$ cat src/rtl/rv_timer_if.sv
// rv_timer bus interface.
// Byte-addressed register port with a registered read return.
interface rv_timer_if;
  logic [4:0]  adr;
  logic        cs;
  logic        rdy;
  logic [3:0]  we;
  logic        re;
  logic [31:0] dw;
  logic [31:0] dr;

  modport master (
    output adr, cs, rdy, we, re, dw,
    input  dr
  );

  modport slave (
    input  adr, cs, rdy, we, re, dw,
    output dr
  );
endinterface

$ cat src/rtl/rv_timer.sv
// rv_timer: prescaled 32-bit counter with compare match,
// overflow flag and level interrupt on a small register bus.
module rv_timer #(
  parameter int unsigned PRESC_W  = 16,
  parameter logic [31:0] CMP_INIT = 32'hFFFF_FFFF
) (
  input  logic      clk,
  input  logic      xreset,
  rv_timer_if.slave bus,
  output logic      irq
);

  logic               acc;
  logic               wr;
  logic               rd;
  logic [2:0]         a;

  logic               sel_ctrl;
  logic               sel_presc;
  logic               sel_count;
  logic               sel_cmp;
  logic               sel_stat;

  logic [3:0]         ctrl_q;
  logic [3:0]         ctrl_d;
  logic [PRESC_W-1:0] presc_q;
  logic [PRESC_W-1:0] presc_d;
  logic [PRESC_W-1:0] pcnt_q;
  logic [PRESC_W-1:0] pcnt_d;
  logic [31:0]        count_q;
  logic [31:0]        count_d;
  logic [31:0]        cmp_q;
  logic [31:0]        cmp_d;
  logic               match_q;
  logic               match_d;
  logic               ovf_q;
  logic               ovf_d;
  logic [31:0]        dr_q;
  logic [31:0]        dr_d;
  logic               irq_q;
  logic               irq_d;

  logic               en;
  logic               tick;
  logic               set_m;
  logic               set_o;
  logic               clr;
  logic [31:0]        rdat;
  logic [31:0]        wval;
  logic               unused;

  assign acc = bus.cs & bus.rdy;
  assign wr  = acc & (|bus.we);
  assign rd  = acc & bus.re;
  assign a   = bus.adr[4:2];

  assign sel_ctrl  = (a == 3'd0);
  assign sel_presc = (a == 3'd1);
  assign sel_count = (a == 3'd2);
  assign sel_cmp   = (a == 3'd3);
  assign sel_stat  = (a == 3'd4);

  assign unused = ^{bus.adr[1:0]};

  always_comb begin
    rdat = '0;
    unique case (1'b1)
      sel_ctrl:  rdat = {28'd0, ctrl_q};
      sel_presc: rdat = {{(32-PRESC_W){1'b0}}, presc_q};
      sel_count: rdat = count_q;
      sel_cmp:   rdat = cmp_q;
      sel_stat:  rdat = {30'd0, ovf_q, match_q};
      default:   rdat = '0;
    endcase
  end

  // Unwritten lanes keep the addressed register's current bytes.
  always_comb begin
    wval = rdat;
    for (int i = 0; i < 4; i++) begin
      if (bus.we[i]) begin
        wval[8*i +: 8] = bus.dw[8*i +: 8];
      end
    end
  end

  assign en   = ctrl_q[0];
  assign tick = en & (pcnt_q == presc_q);

  always_comb begin
    pcnt_d = pcnt_q + PRESC_W'(1);
    if (!en || tick || (wr && sel_presc)) begin
      pcnt_d = '0;
    end
  end

  always_comb begin
    ctrl_d  = ctrl_q;
    presc_d = presc_q;
    cmp_d   = cmp_q;
    if (wr && sel_ctrl) begin
      ctrl_d = wval[3:0];
    end
    if (wr && sel_presc) begin
      presc_d = wval[PRESC_W-1:0];
    end
    if (wr && sel_cmp) begin
      cmp_d = wval;
    end
  end

  // A bus write to COUNT overrides the tick and its flag effects.
  always_comb begin
    count_d = count_q;
    set_m   = 1'b0;
    set_o   = 1'b0;
    if (wr && sel_count) begin
      count_d = wval;
    end else if (tick) begin
      if (count_q == cmp_q) begin
        set_m = 1'b1;
        if (ctrl_q[2]) begin
          count_d = '0;
        end else begin
          count_d = count_q + 32'd1;
          set_o   = &count_q;
        end
      end else begin
        count_d = count_q + 32'd1;
        set_o   = &count_q;
      end
    end
  end

  assign clr = wr & sel_stat & bus.we[0];

  always_comb begin
    match_d = match_q;
    ovf_d   = ovf_q;
    if (clr && bus.dw[0]) begin
      match_d = 1'b0;
    end
    if (clr && bus.dw[1]) begin
      ovf_d = 1'b0;
    end
    if (set_m) begin
      match_d = 1'b1;
    end
    if (set_o) begin
      ovf_d = 1'b1;
    end
  end

  always_comb begin
    dr_d  = dr_q;
    irq_d = (match_q & ctrl_q[1]) | (ovf_q & ctrl_q[3]);
    if (rd) begin
      dr_d = rdat;
    end
  end

  always_ff @(posedge clk or negedge xreset) begin
    if (!xreset) begin
      ctrl_q  <= '0;
      presc_q <= '0;
      pcnt_q  <= '0;
      count_q <= '0;
      cmp_q   <= CMP_INIT;
      match_q <= 1'b0;
      ovf_q   <= 1'b0;
      dr_q    <= '0;
      irq_q   <= 1'b0;
    end else begin
      ctrl_q  <= ctrl_d;
      presc_q <= presc_d;
      pcnt_q  <= pcnt_d;
      count_q <= count_d;
      cmp_q   <= cmp_d;
      match_q <= match_d;
      ovf_q   <= ovf_d;
      dr_q    <= dr_d;
      irq_q   <= irq_d;
    end
  end

  assign bus.dr = dr_q;
  assign irq    = irq_q;

endmodule
$ cat src/flat_wrapper.sv
// flat-port wrapper written by rule: the top's interface ports become plain ports
module rv_timer_flat 
#(
  parameter int unsigned PRESC_W  = 16,
  parameter logic [31:0] CMP_INIT = 32'hFFFF_FFFF
)
  (clk, xreset, irq, bus_adr, bus_cs, bus_rdy, bus_we, bus_re, bus_dw, bus_dr);
  rv_timer_if bus_i ();
  input  logic clk;
  input  logic xreset;
  output logic irq;
  input wire logic [$bits(bus_i.adr)-1:0] bus_adr;
  input wire logic [$bits(bus_i.cs)-1:0] bus_cs;
  input wire logic [$bits(bus_i.rdy)-1:0] bus_rdy;
  input wire logic [$bits(bus_i.we)-1:0] bus_we;
  input wire logic [$bits(bus_i.re)-1:0] bus_re;
  input wire logic [$bits(bus_i.dw)-1:0] bus_dw;
  output wire logic [$bits(bus_i.dr)-1:0] bus_dr;
  assign bus_i.adr = bus_adr;
  assign bus_i.cs = bus_cs;
  assign bus_i.rdy = bus_rdy;
  assign bus_i.we = bus_we;
  assign bus_i.re = bus_re;
  assign bus_i.dw = bus_dw;
  assign bus_dr = bus_i.dr;
  rv_timer #(.PRESC_W(PRESC_W), .CMP_INIT(CMP_INIT)) u_core (.clk(clk), .xreset(xreset), .bus(bus_i), .irq(irq));
endmodule
$ cat config.mk
export PLATFORM = sky130hd
export DESIGN_NAME = rv_timer_flat
export DESIGN_NICKNAME = d
export VERILOG_FILES = /design/src/rtl/rv_timer_if.sv /design/src/rtl/rv_timer.sv /design/src/flat_wrapper.sv
export SDC_FILE = /design/constraint.sdc
export NUM_CORES = 1
export LEC_CHECK = 0
export CORE_MARGIN = 5
export CORE_UTILIZATION = 40
export DETAILED_ROUTE_END_ITERATION = 12
export MAX_ROUTING_LAYER = met4
export SYNTH_ARGS = -nofsm -noshare
export SYNTH_HDL_FRONTEND = slang
export SYNTH_SLANG_ARGS = --single-unit
$ cat constraint.sdc
create_clock -name clk -period 3.3 [get_ports clk]
set_clock_uncertainty 0.1 [all_clocks]
set_input_delay 0.66 -clock clk [delete_from_list [all_inputs] [get_ports clk]]
set_output_delay 0.66 -clock clk [all_outputs]
set_load 0.01 [all_outputs]
# Word level (Yosys, flattened, before mapping)
# Cells that the tools add are included.
[word_totals]
ff_bits = 135
latchBits = 0
ramBits = 0
romBits = 0
inputBits = 46
mem_count = 0
[op_classes]
n_addsub = 2
n_mul = 0
div_mod_pow = 0
order_cmp = 0
n_eq_ne = 6
shift = 0
muxes = 21
n_bitwise = 9
reduce_logical = 15
[ops]
columns = ["operator", "n"]
rows = [
  ["one-hot mux 32 bit (5 select lines)", 1],
  ["2-to-1 mux 32 bit", 4],
  ["adder 32 x 1 -> 32 bit, second input constant", 1],
  ["equality test 32 bit", 1],
  ["2-to-1 mux 8 bit", 4],
  ["AND reduction 32 bit", 1],
  ["adder 16 x 1 -> 16 bit, second input constant", 1],
  ["equality test 16 bit", 1],
  ["2-to-1 mux 16 bit", 1],
  ["2-to-1 mux 1 bit", 11],
  ["AND 1 bit", 8],
  ["equality test 3 x 2 -> 1 bit, second input constant", 2],
  ["logical AND 1 bit", 6],
  ["nonzero test 2 bit", 3],
  ["OR reduction 4 bit", 1],
  ["equality test 3 x 1 -> 1 bit, second input constant", 1],
  ["equality test 3 bit, second input constant", 1],
  ["logical NOT 3 bit", 1],
  ["logical OR 1 bit", 2],
  ["logical NOT 1 bit", 1],
  ["bitwise OR 1 bit", 1],
]

# Depth between registers and ports, before layout
# Gate-level depths: netlist (run 1).
[depth]
depth_word = 7
ltp_mapped = 9
mapped_depth_nobuf = 7

# Worst setup path before layout (run 1)
# Ideal clock, no wire load.
[synth_timing]
path_kind = "input-to-reg"
startpoint = "input bus_adr[3]"
endpoint = "register u_core.count_q[14]"
setup_time_ps = 126
t_arrival_ps = 2376
required_ps = 3074
slack_ps = 698
cell_stages = 9
path_cell_list = "clkbuf_1 > buf_2 > buf_2 > mux2_2 > a22oi_1 > nor3_1 > a21oi_1 > nor2_1 > a221o_1"
[synth_between]
elab_chain_len = 4
word_cells_on_any_way = 10
[synth_lines]
columns = ["element", "line_no", "rtl"]
rows = [
  ["start, declared", "flat_wrapper.sv:12", "input wire logic [$bits(bus_i.adr)-1:0] bus_adr;"],
  ["equality test 3 bit (tied with other cells)", "rv_timer.sv:61", "assign sel_stat = (a == 3'd4);"],
  ["one-hot mux 32 bit (5 select lines)", "rv_timer.sv:67", "unique case (1'b1)"],
  ["2-to-1 mux 8 bit", "rv_timer.sv:81", "if (bus.we[i]) begin"],
  ["2-to-1 mux 32 bit", "rv_timer.sv:117", "if (wr && sel_count) begin"],
  ["end signal, assigned", "rv_timer.sv:177", "count_q <= count_d;"],
  ["end, declared", "rv_timer.sv:30", "logic [31:0] count_q;"],
]
# Parallel ways exist; a longest one is shown, timed or not.
# A chain may end at the register's enable or synchronous reset.

# Worst setup path in the final report (run 1)
[layout_timing]
startpoint = "register u_core.count_q[5]"
endpoint = "register u_core.count_q[7]"
[layout_between]
elab_chain_len = 5
word_cells_on_any_way = 6
[layout_lines]
columns = ["element", "line_no", "rtl"]
rows = [
  ["adder 32 x 1 -> 32 bit", "rv_timer.sv:125, rv_timer.sv:129", ""],
  ["2-to-1 mux 32 bit", "rv_timer.sv:122", "if (ctrl_q[2]) begin"],
  ["2-to-1 mux 32 bit *", "rv_timer.sv:120", "if (count_q == cmp_q) begin"],
  ["2-to-1 mux 32 bit *", "rv_timer.sv:119", "end else if (tick) begin"],
  ["2-to-1 mux 32 bit *", "rv_timer.sv:117", ""],
]
# Mark *: on every way between the ends. The rest lies on a longest branch, timed or not. The select of a mux whose other input is x is not followed.

==> metrics, run 1 <==
critical path fanouts, max 15; Max Cap Viol 0; grt total ovfl 0; DRC 0; Total Wirelength 22490 µm; Rel. slew slack 45.83%; Post-synth EDFFs 0; root buffer cell clkbuf_16; leakage 4.177 nW; busiest grt layer met2; Setup WS pre-CTS 0.1269 ns; I/O Buffers 76; status completed; worst path cell trace xor2_1 > nor4_1 > nand4_1 > nor3_4 > buf_4 > o21ai_0 > a221o_1; global placer's final weighted congestion 0.8877; full die area 22020 µm²; WL/cell 20.19 µm; Max stage delay cell, worst path dfrtp_1; DR iter-0 viols 533; Combinational Power Share 19.5%; RSZ-0062 raised after global routing false; Area growth, synth to finish 23.63%; fin crit period 2.791 ns; initial antenna violation count 1; via count 6370; Seq cells post-synth 135; Net Sw Frac 29.78%; cts hold-fix bufs 0; fillers 1762; CP arrival 3.00 ns; cell internal pwr 3.862 mW; Synthesized Nets 837; final hold viol count 0; Synth Flop Type dfrtp_1; Reg2Reg Launch Point u_core.count_q[5]; Register Area 3418 µm²; met1 usage in global routing 30.28%; H-tree levels 4; Horiz. Die Dim 148.4 µm; Placed Cells incl. Taps 1081; Worst Tran Pin Value 0.8125 ns; worst IR drop on VDD 0.0003796 V; CTS tree built; total clock sinks 135; asr flop ratio synth 100.0%; post-CTS resize count 0; Setup Fix Bufs, Post-CTS 0; clock-pin slew on the worst setup and hold paths 0.06 ns; top-area cell type share of the netlist area 33.64%; Final WS setup 0.5085 ns; pin count of the biggest net entering global routing 65; vias in the first global route 6302; layout cells sized above 1 19.68%; CP max stage delay 0.53 ns; Multi-input gate area 4018 µm²; Post-DRT Antenna Nets 0; Final nets 914; CP Launch Type flop; core area 18770 µm²; final hold slack 0.1154 ns; Synth area leader dfrtp_1; Starting Density 40.83%; 1st-pass router iterations 6; type of the worst min-delay path input port to async pin; met2 Resource Use GR 32.40%; post-synthesis cell type count 60; Longest Clk Path Bufs 2; Yosys warning count 0; FF-to-FF setup slack 0.51 ns; Clk pwr share 37.7%; CP endpoint kind flop; f_max 358.2 MHz; r2r endpoint u_core.count_q[7]; Mean Syn Cell Area 9.711 µm²; clock latency on the worst-skew pair 0.43 ns; sw power 1.638 mW; final worst path period share 84.59%; # IOs 79; hpwl dp 16160 µm; first-pass GRT wire length 36030 µm; number of buffers created by CTS 17; setup TNS 0 ns; commonest non-fill, non-tap cells in the layout 103 x dfrtp_1, 87 x nand2_1, 75 x clkdlybuf4s50_1, 73 x nor2_1, 62 x o21ai_0; worst r2r path cells 7; vias per inst 5.718; sequential power share 42.8%; Tot Pwr 5.500 mW; CP required 3.51 ns; Crit Path Category flop to flop; Synth Instances 789; synthesized area 7662 µm²; final setup vio count 0; die height 148.4 µm; Pwr per Cell Area 580.6 nW/µm²; sequential area share after synthesis 44.61%; most common cell after layout, fill and taps aside dfrtp_1; final non-filler cell total 1114; met3 GRT Util 3.900%; num rows 50; Final Slew Violations 0; Global Route Usage Sum 21.57%; largest cells by area after synthesis dfrtp_1 34%, dfstp_2 11%, mux2_2 7.2%
## cells in the mapped netlist (all sizes together) (4+ instances only)
cell type / number
dfrtp: 103
nand2: 88
nor2: 73
o21ai: 63
xor2: 59
mux2: 51
clkbuf: 34
dfstp: 32
a221o: 24
buf: 23
nand3: 23
a21oi: 22
mux2i: 20
nor4: 20
a22o: 18
nand4: 15
nor3: 14
o31ai: 14
a22oi: 13
and2: 12
or2: 9
and3: 7
nor2b: 7
inv: 4
## power groups by stage
stage	clock network, mW	registers, mW	logic [mW]
final	2.07	2.35	1.07
after global routing	2.18	2.39	1.17
after CTS	2.10	2.35	1.08
after detailed placement	0	2.37	1.08
after global placement	0	2.36	1.07
after floorplan	0	2.22	0.715
## how the worst max path moves through the flow
stage	start	endpoint	depth (start not counted)
3_5_place_dp	bus_adr[2]	u_core.cmp_q[13]	5
2_1_floorplan	bus_adr[3]	u_core.count_q[14]	9
5_1_grt	u_core.count_q[12]	u_core.count_q[31]	6
3_3_place_gp	bus_adr[2]	u_core.cmp_q[1]	5
4_1_cts	u_core.presc_q[10]	u_core.count_q[7]	7
6_report	u_core.count_q[5]	u_core.count_q[7]	7
## cells by family after synthesis
logic type	Yosys count	synth area share, %
compound gates	169	15.14
fa+ha+maj	2	0.3265
xor+xnor	62	7.087
flops	135	44.61
buf+inv	61	3.347
mux	73	10.74
simple gates	287	18.75
## per-layer routing
metal  part of all wire [%]  wire, µm
met5                      0         0
met4                    1.4       314
met3                    6.3      1409
met2                     46     10250
met1                     47     10520
## state kept, by name, summed over array words and instances (netlist names)
| signal | count |
|---|---|
| u_core.pcnt_q | 16 |
| u_core.ovf_q | 1 |
| u_core.irq | 1 |
| u_core.count_q | 32 |
| u_core.ctrl_q | 4 |
| u_core.bus.dr | 32 |
| u_core.presc_q | 16 |
| u_core.match_q | 1 |
| u_core.cmp_q | 32 |
## per-stage QoR
step | instance area [µm²] | util [%]
after floorplan | 7662 | -
after global placement | 8836 | 47.08
after detailed placement | 8836 | 47.08
after CTS | 9470 | 50.46
after global routing | 9473 | 50.47
final | 9473 | 50.47
## layout make-up
| class | instances | share of cell area, % |
|---|---|---|
| diodes | 1 | 0.02642 |
| clock buffers | 24 | 5.191 |
| clock inverters | 8 | 1.506 |
| inverters | 4 | 0.1585 |
| multi-input cells | 593 | 42.41 |
| flip-flops and latches | 135 | 36.09 |
| well taps | 234 | 3.091 |
| repair buffers | 115 | 11.53 |
## critical path, delay by kind of cell, from the launching register on
| kind | cells | cell delay [ns] |
|---|---|---|
| compound gates | 2 | 0.49 |
| xor+xnor | 1 | 0.21 |
| buf+inv | 1 | 0.27 |
| flops | 1 | 0.53 |
| simple gates | 3 | 1.07 |
Power figures use the tool's default switching activity.
==> inputs of run 2 (changes only) <==
- clock period: 3.3 -> 2.8 ns (I/O delays scaled with it)
==> metrics, run 2 (synthesis gave the netlist of run 1 again) <==
Register Area 3418 µm² (unchanged); cell internal pwr 4.381 mW (was 3.862 mW); sw power 2.003 mW (was 1.638 mW); Area growth, synth to finish 28.33% (was 23.63%); H-tree levels 4 (unchanged); Final nets 966 (was 914); Crit Path Category flop to flop (unchanged); num rows 50 (unchanged); Longest Clk Path Bufs 2 (unchanged); cts hold-fix bufs 1 (was 0); grt total ovfl 0 (unchanged); fin crit period 2.579 ns (was 2.791 ns); via count 6539 (was 6370); CP endpoint kind flop (unchanged); worst r2r path cells 7 (unchanged); most common cell after layout, fill and taps aside dfrtp_1 (unchanged); CTS tree built (unchanged); depth of the worst hold-timing path 2; # IOs 79 (unchanged); critical path fanouts, max 18 (was 15); leakage 4.405 nW (was 4.177 nW); Max Cap Viol 0 (unchanged); clock-pin slew on the worst setup and hold paths 0.06 ns (about the same); Setup WS pre-CTS -0.1087 ns (was 0.1269 ns); vias in the first global route 6399 (was 6302); core area 18770 µm² (unchanged); ant diodes 0 (was 1); number of buffers created by CTS 17 (unchanged); pin count of the biggest net entering global routing 66 (was 65); final setup vio count 0 (unchanged); Global Route Usage Sum 21.64% (was 21.57%); f_max 387.7 MHz (was 358.2 MHz); DR iter-0 viols 499 (was 533); Final WS setup 0.2207 ns (was 0.5085 ns); Clk pwr share 34.9% (was 37.7%); worst IR drop on VDD 0.0004702 V (was 0.0003796 V); Total Wirelength 22430 µm (was 22490 µm); DRC 0 (unchanged); Worst Tran Pin Value 0.7721 ns (was 0.8125 ns); layout cells sized above 1 24.38% (was 19.68%); first-pass GRT wire length 36070 µm (was 36030 µm); hpwl dp 16380 µm (was 16160 µm); final worst path period share 92.12% (was 84.59%); CP arrival 2.79 ns (was 3.00 ns); Setup Fix Bufs, Post-CTS 0 (unchanged); full die area 22020 µm² (unchanged); Final Slew Violations 0 (unchanged); clock latency on the worst-skew pair 0.43 ns (about the same); I/O Buffers 76 (unchanged); Combinational Power Share 22.4% (was 19.5%); Net Sw Frac 31.37% (was 29.78%); Starting Density 40.83% (unchanged); vias per inst 5.613 (was 5.718); final hold slack 0.3798 ns (was 0.1154 ns); Horiz. Die Dim 148.4 µm (unchanged); global placer's final weighted congestion 0.9166 (was 0.8877); Final Util 52.39% (was 50.47%); commonest non-fill, non-tap cells in the layout 103 x dfrtp_1, 87 x nand2_1, 85 x buf_4, 75 x clkdlybuf4s50_1, 73 x nor2_1 (was 103 x dfrtp_1, 87 x nand2_1, 75 x clkdlybuf4s50_1, 73 x nor2_1, 62 x o21ai_0); Multi-input gate area 4018 µm² (unchanged); Pwr per Cell Area 649.2 nW/µm² (was 580.6 nW/µm²); 1st-pass router iterations 5 (was 6); WL/cell 19.25 µm (was 20.19 µm); status completed (unchanged); final hold viol count 0 (unchanged); type of the worst min-delay path flop to flop (was input port to async pin); post-CTS resize count 0 (unchanged); sequential power share 42.7% (was 42.8%); initial antenna violation count 0 (was 1); Post-DRT Antenna Nets 0 (unchanged); Rel. slew slack 48.53% (was 45.83%); CP Launch Type flop (unchanged); total clock sinks 135 (unchanged); CP required 3.01 ns (was 3.51 ns); root buffer cell clkbuf_16 (unchanged); fillers 1709 (was 1762); die height 148.4 µm (unchanged); RSZ-0062 raised after global routing false (unchanged)
[run 2: routing by layer]
metal | vias up | routed length [µm] | global-route usage [%]
met2 | 224 | 9824 | 31.35
met1 | 3184 | 10770 | 30.89
met3 | 25 | 1425 | 4.296
li1 | 3106 | - | -
met4 | 0 | 412 | 6.282
met5 | - | 0 | -
[run 2: critical path, cell delays in order, from the launching register on]
cell and delay (ns):
dfrtp_1 0.46, xor2_1 0.19, nor4_1 0.38, nand4_1 0.31, o21ai_1 0.24, buf_4 0.28
o21ai_0 0.14, a221o_1 0.36
[run 2: worst paths after layout]
| path | end | slack, ns | start |
|---|---|---|---|
| max | u_core.count_q[8] | 0.22 | u_core.presc_q[10] |
| min | u_core.bus.dr[13] | 0.38 | u_core.bus.dr[13] |
| max reg2reg | u_core.count_q[8] | 0.22 | u_core.presc_q[10] |
| min reg2reg | u_core.bus.dr[13] | 0.38 | u_core.bus.dr[13] |
| max in group asynchronous | u_core.cmp_q[15] | 1.30 | xreset |
| min in group asynchronous | u_core.bus.dr[26] | 0.52 | xreset |
[run 2: final cells by class]
class / instances / share of cell area, %
multi-input cells: 593 / 40.86
clock inverters: 15 / 1.565
inverters: 4 / 0.1527
flip-flops and latches: 135 / 34.76
clock buffers: 17 / 4.326
repair buffers: 167 / 15.36
well taps: 234 / 2.977
[run 2: per-stage QoR]
stage               instance area (µm²)  std cells  TNS (ns)  total power [mW]
floorplan                          7662        789         0             3.461
global route                       9833       1165         0             6.685
CTS                                9833       1165         0             6.415
detailed placement                 9244       1132    -1.781             4.170
global placement                   9244       1132   -0.3789             4.151
finish                             9833       1165         0             6.384
[run 2: power groups by stage]
stage               Sequential [mW]  Combinational (mW)  Clock (mW)
finish                         2.73                1.43        2.23
global route                   2.78                1.56        2.34
CTS                            2.72                1.44        2.26
detailed placement             2.74                1.43           0
global placement               2.74                1.41           0
floorplan                      2.62               0.843           0
==> inputs of run 3 (changes only) <==
- CORE_UTILIZATION: 40 -> 58
- CTS_CLUSTER_SIZE: not set -> 28
- PLACE_DENSITY: not set -> 0.81
==> metrics, run 3 (synthesis gave the netlist of run 1 again) <==
Final Util 73.51% (was 52.39%); Max Cap Viol 0 (unchanged); RSZ-0062 raised after global routing false (unchanged); most common cell after layout, fill and taps aside dfrtp_1 (unchanged); clock latency on the worst-skew pair 0.43 ns (about the same); leakage 4.319 nW (was 4.405 nW); Post-DRT Antenna Nets 0 (unchanged); clock-pin slew on the worst setup and hold paths 0.06 ns (about the same); Rel. slew slack 54.57% (was 48.53%); ant diodes 0 (unchanged); worst r2r path cells 7 (unchanged); number of buffers created by CTS 17 (unchanged); via count 6825 (was 6539); total clock sinks 135 (unchanged); global placer's final weighted congestion 0.9509 (was 0.9166); Net Sw Frac 30.57% (was 31.37%); die height 124.9 µm (was 148.4 µm); Global Route Usage Sum 31.55% (was 21.64%); Combinational Power Share 22.1% (was 22.4%); CP arrival 2.88 ns (was 2.79 ns); num rows 42 (was 50); WL/cell 21.87 µm (was 19.25 µm); fin crit period 2.673 ns (was 2.579 ns); CP required 3.00 ns (was 3.01 ns); Max stage delay cell, worst path dfstp_2 (was dfrtp_1); dpl cell area 9034 µm² (was 9244 µm²); r2r endpoint u_core.count_q[16] (was u_core.count_q[8]); final worst path period share 95.46% (was 92.12%); Pwr per Cell Area 666.8 nW/µm² (was 649.2 nW/µm²); # IOs 79 (unchanged); vias per inst 6.302 (was 5.613); vias in the first global route 6872 (was 6399); commonest non-fill, non-tap cells in the layout 103 x dfrtp_1, 87 x nand2_1, 75 x clkdlybuf4s50_1, 73 x nor2_1, 62 x o21ai_0 (was 103 x dfrtp_1, 87 x nand2_1, 85 x buf_4, 75 x clkdlybuf4s50_1, 73 x nor2_1); I/O Buffers 76 (unchanged); final hold viol count 0 (unchanged); Longest Clk Path Bufs 2 (unchanged); Finished Cell Area 9619 µm² (was 9833 µm²); Crit Path Category flop to flop (unchanged); worst path cell trace xor2_1 > nor4_1 > nand4_1 > nor3_4 > buf_4 > o21ai_0 > a221o_1 (was xor2_1 > nor4_1 > nand4_1 > o21ai_1 > buf_4 > o21ai_0 > a221o_1); Total Wirelength 23680 µm (was 22430 µm); DR iter-0 viols 849 (was 499); Placed Cells incl. Taps 1052 (was 1132); Starting Density 58.56% (was 40.83%); initial antenna violation count 0 (unchanged); sequential power share 43.0% (was 42.7%); DRC 0 (unchanged); sw power 1.961 mW (was 2.003 mW); cts hold-fix bufs 0 (was 1); Setup Fix Bufs, Post-CTS 0 (unchanged); grt total ovfl 0 (unchanged); critical path fanouts, max 17 (was 18); CP endpoint kind flop (unchanged); final non-filler cell total 1083 (was 1165); type of the worst min-delay path input port to async pin (was flop to flop); f_max 374.1 MHz (was 387.7 MHz); final setup vio count 0 (unchanged); core area 13090 µm² (was 18770 µm²); fillers 955 (was 1709); Horiz. Die Dim 124.9 µm (was 148.4 µm); FF-to-FF setup slack 0.13 ns (was 0.22 ns); setup TNS 0 ns (unchanged); Clk pwr share 34.9% (about the same); Register Area 3418 µm² (unchanged); Area growth, synth to finish 25.54% (was 28.33%); Final Slew Violations 0 (unchanged); pin count of the biggest net entering global routing 50 (was 66); CP Launch Type flop (unchanged); H-tree levels 4 (unchanged); 1st-pass router iterations 5 (unchanged); CTS tree built (unchanged); Multi-input gate area 4018 µm² (unchanged); layout cells sized above 1 22.16% (was 24.38%); final hold slack 0.07305 ns (was 0.3798 ns); CP max stage delay 0.55 ns (was 0.46 ns); first-pass GRT wire length 37760 µm (was 36070 µm); Final nets 943 (was 966); Worst Tran Pin Value 0.6814 ns (was 0.7721 ns); status completed (unchanged); hpwl dp 17070 µm (was 16380 µm); Reg2Reg Launch Point u_core.cmp_q[24] (was u_core.presc_q[10]); root buffer cell clkbuf_16 (unchanged); full die area 15610 µm² (was 22020 µm²); cell internal pwr 4.454 mW (was 4.381 mW); worst IR drop on VDD 0.0004553 V (was 0.0004702 V)
run 3: changes by cell type in the layout (fill, tap and decap cells not counted), moves of 2 or more:
cell,change
buf_12,+3
buf_4,-24
clkbuf_1,+3
clkinv_2,+2
clkinvlp_4,-4
inv_6,-3
run 3: through the flow:
stage	setup slack (ns)	total power, mW
6_report	0.1272	6.415
5_1_grt	0.01694	6.666
4_1_cts	0.1794	6.402
3_5_place_dp	-0.1061	4.161
3_3_place_gp	-0.1121	4.089
2_1_floorplan	0.2979	3.461
run 3: worst max path at each step:
| stage | from | endpoint | slack, ns | cells past startpoint |
|---|---|---|---|---|
| floorplan | bus_adr[3] | u_core.count_q[14] | 0.30 | 9 |
| global placement | bus_adr[2] | u_core.presc_q[9] | -0.11 | 10 |
| detailed placement | bus_adr[2] | u_core.presc_q[9] | -0.11 | 10 |
| CTS | u_core.cmp_q[24] | u_core.count_q[16] | 0.18 | 7 |
| global route | u_core.cmp_q[29] | u_core.count_q[20] | 0.02 | 7 |
| finish | u_core.cmp_q[24] | u_core.count_q[16] | 0.13 | 7 |
run 3: cell type report:
type                            count  share of cell area [%]
Sequential cell                   135                   35.54
Inverter                            4                  0.1561
Multi-Input combinational cell    593                   41.77
Clock inverter                     10                   1.340
Timing Repair Buffer              144                   14.23
Clock buffer                       21                   4.683
Tap cell                          176                   2.289
run 3: routing by layer:
layer	vias to the layer above	track usage [%]	part of all wire, %
met5	-	-	0
met4	0	10.65	3.2
met3	71	8.017	7.8
met2	291	48.22	47
met1	3407	41.45	42
li1	3056	-	-
run 3: timing repair:
action / in CTS / in global routing
hold endpoints to repair: 0 / 0
endpoints found under the setup margin: 0 / 12
gates resized for setup: 0 / 1
run 3: power groups by stage:
stage / Combinational [mW] / Sequential, mW / Clock [mW]
5_1_grt: 1.53 / 2.79 / 2.35
6_report: 1.42 / 2.76 / 2.24
3_3_place_gp: 1.35 / 2.74 / 0
3_5_place_dp: 1.40 / 2.76 / 0
4_1_cts: 1.41 / 2.74 / 2.25
2_1_floorplan: 0.843 / 2.62 / 0
run 3: worst max-delay path, delay by kind of cell, from the launching register on:
kind / cells / cell delay (ns)
XOR/XNOR: 1 / 0.08
AO/OA/AOI/OAI: 2 / 0.51
flip-flops: 1 / 0.55
AND/OR/NAND/NOR: 3 / 1.01
buffers and inverters: 1 / 0.30
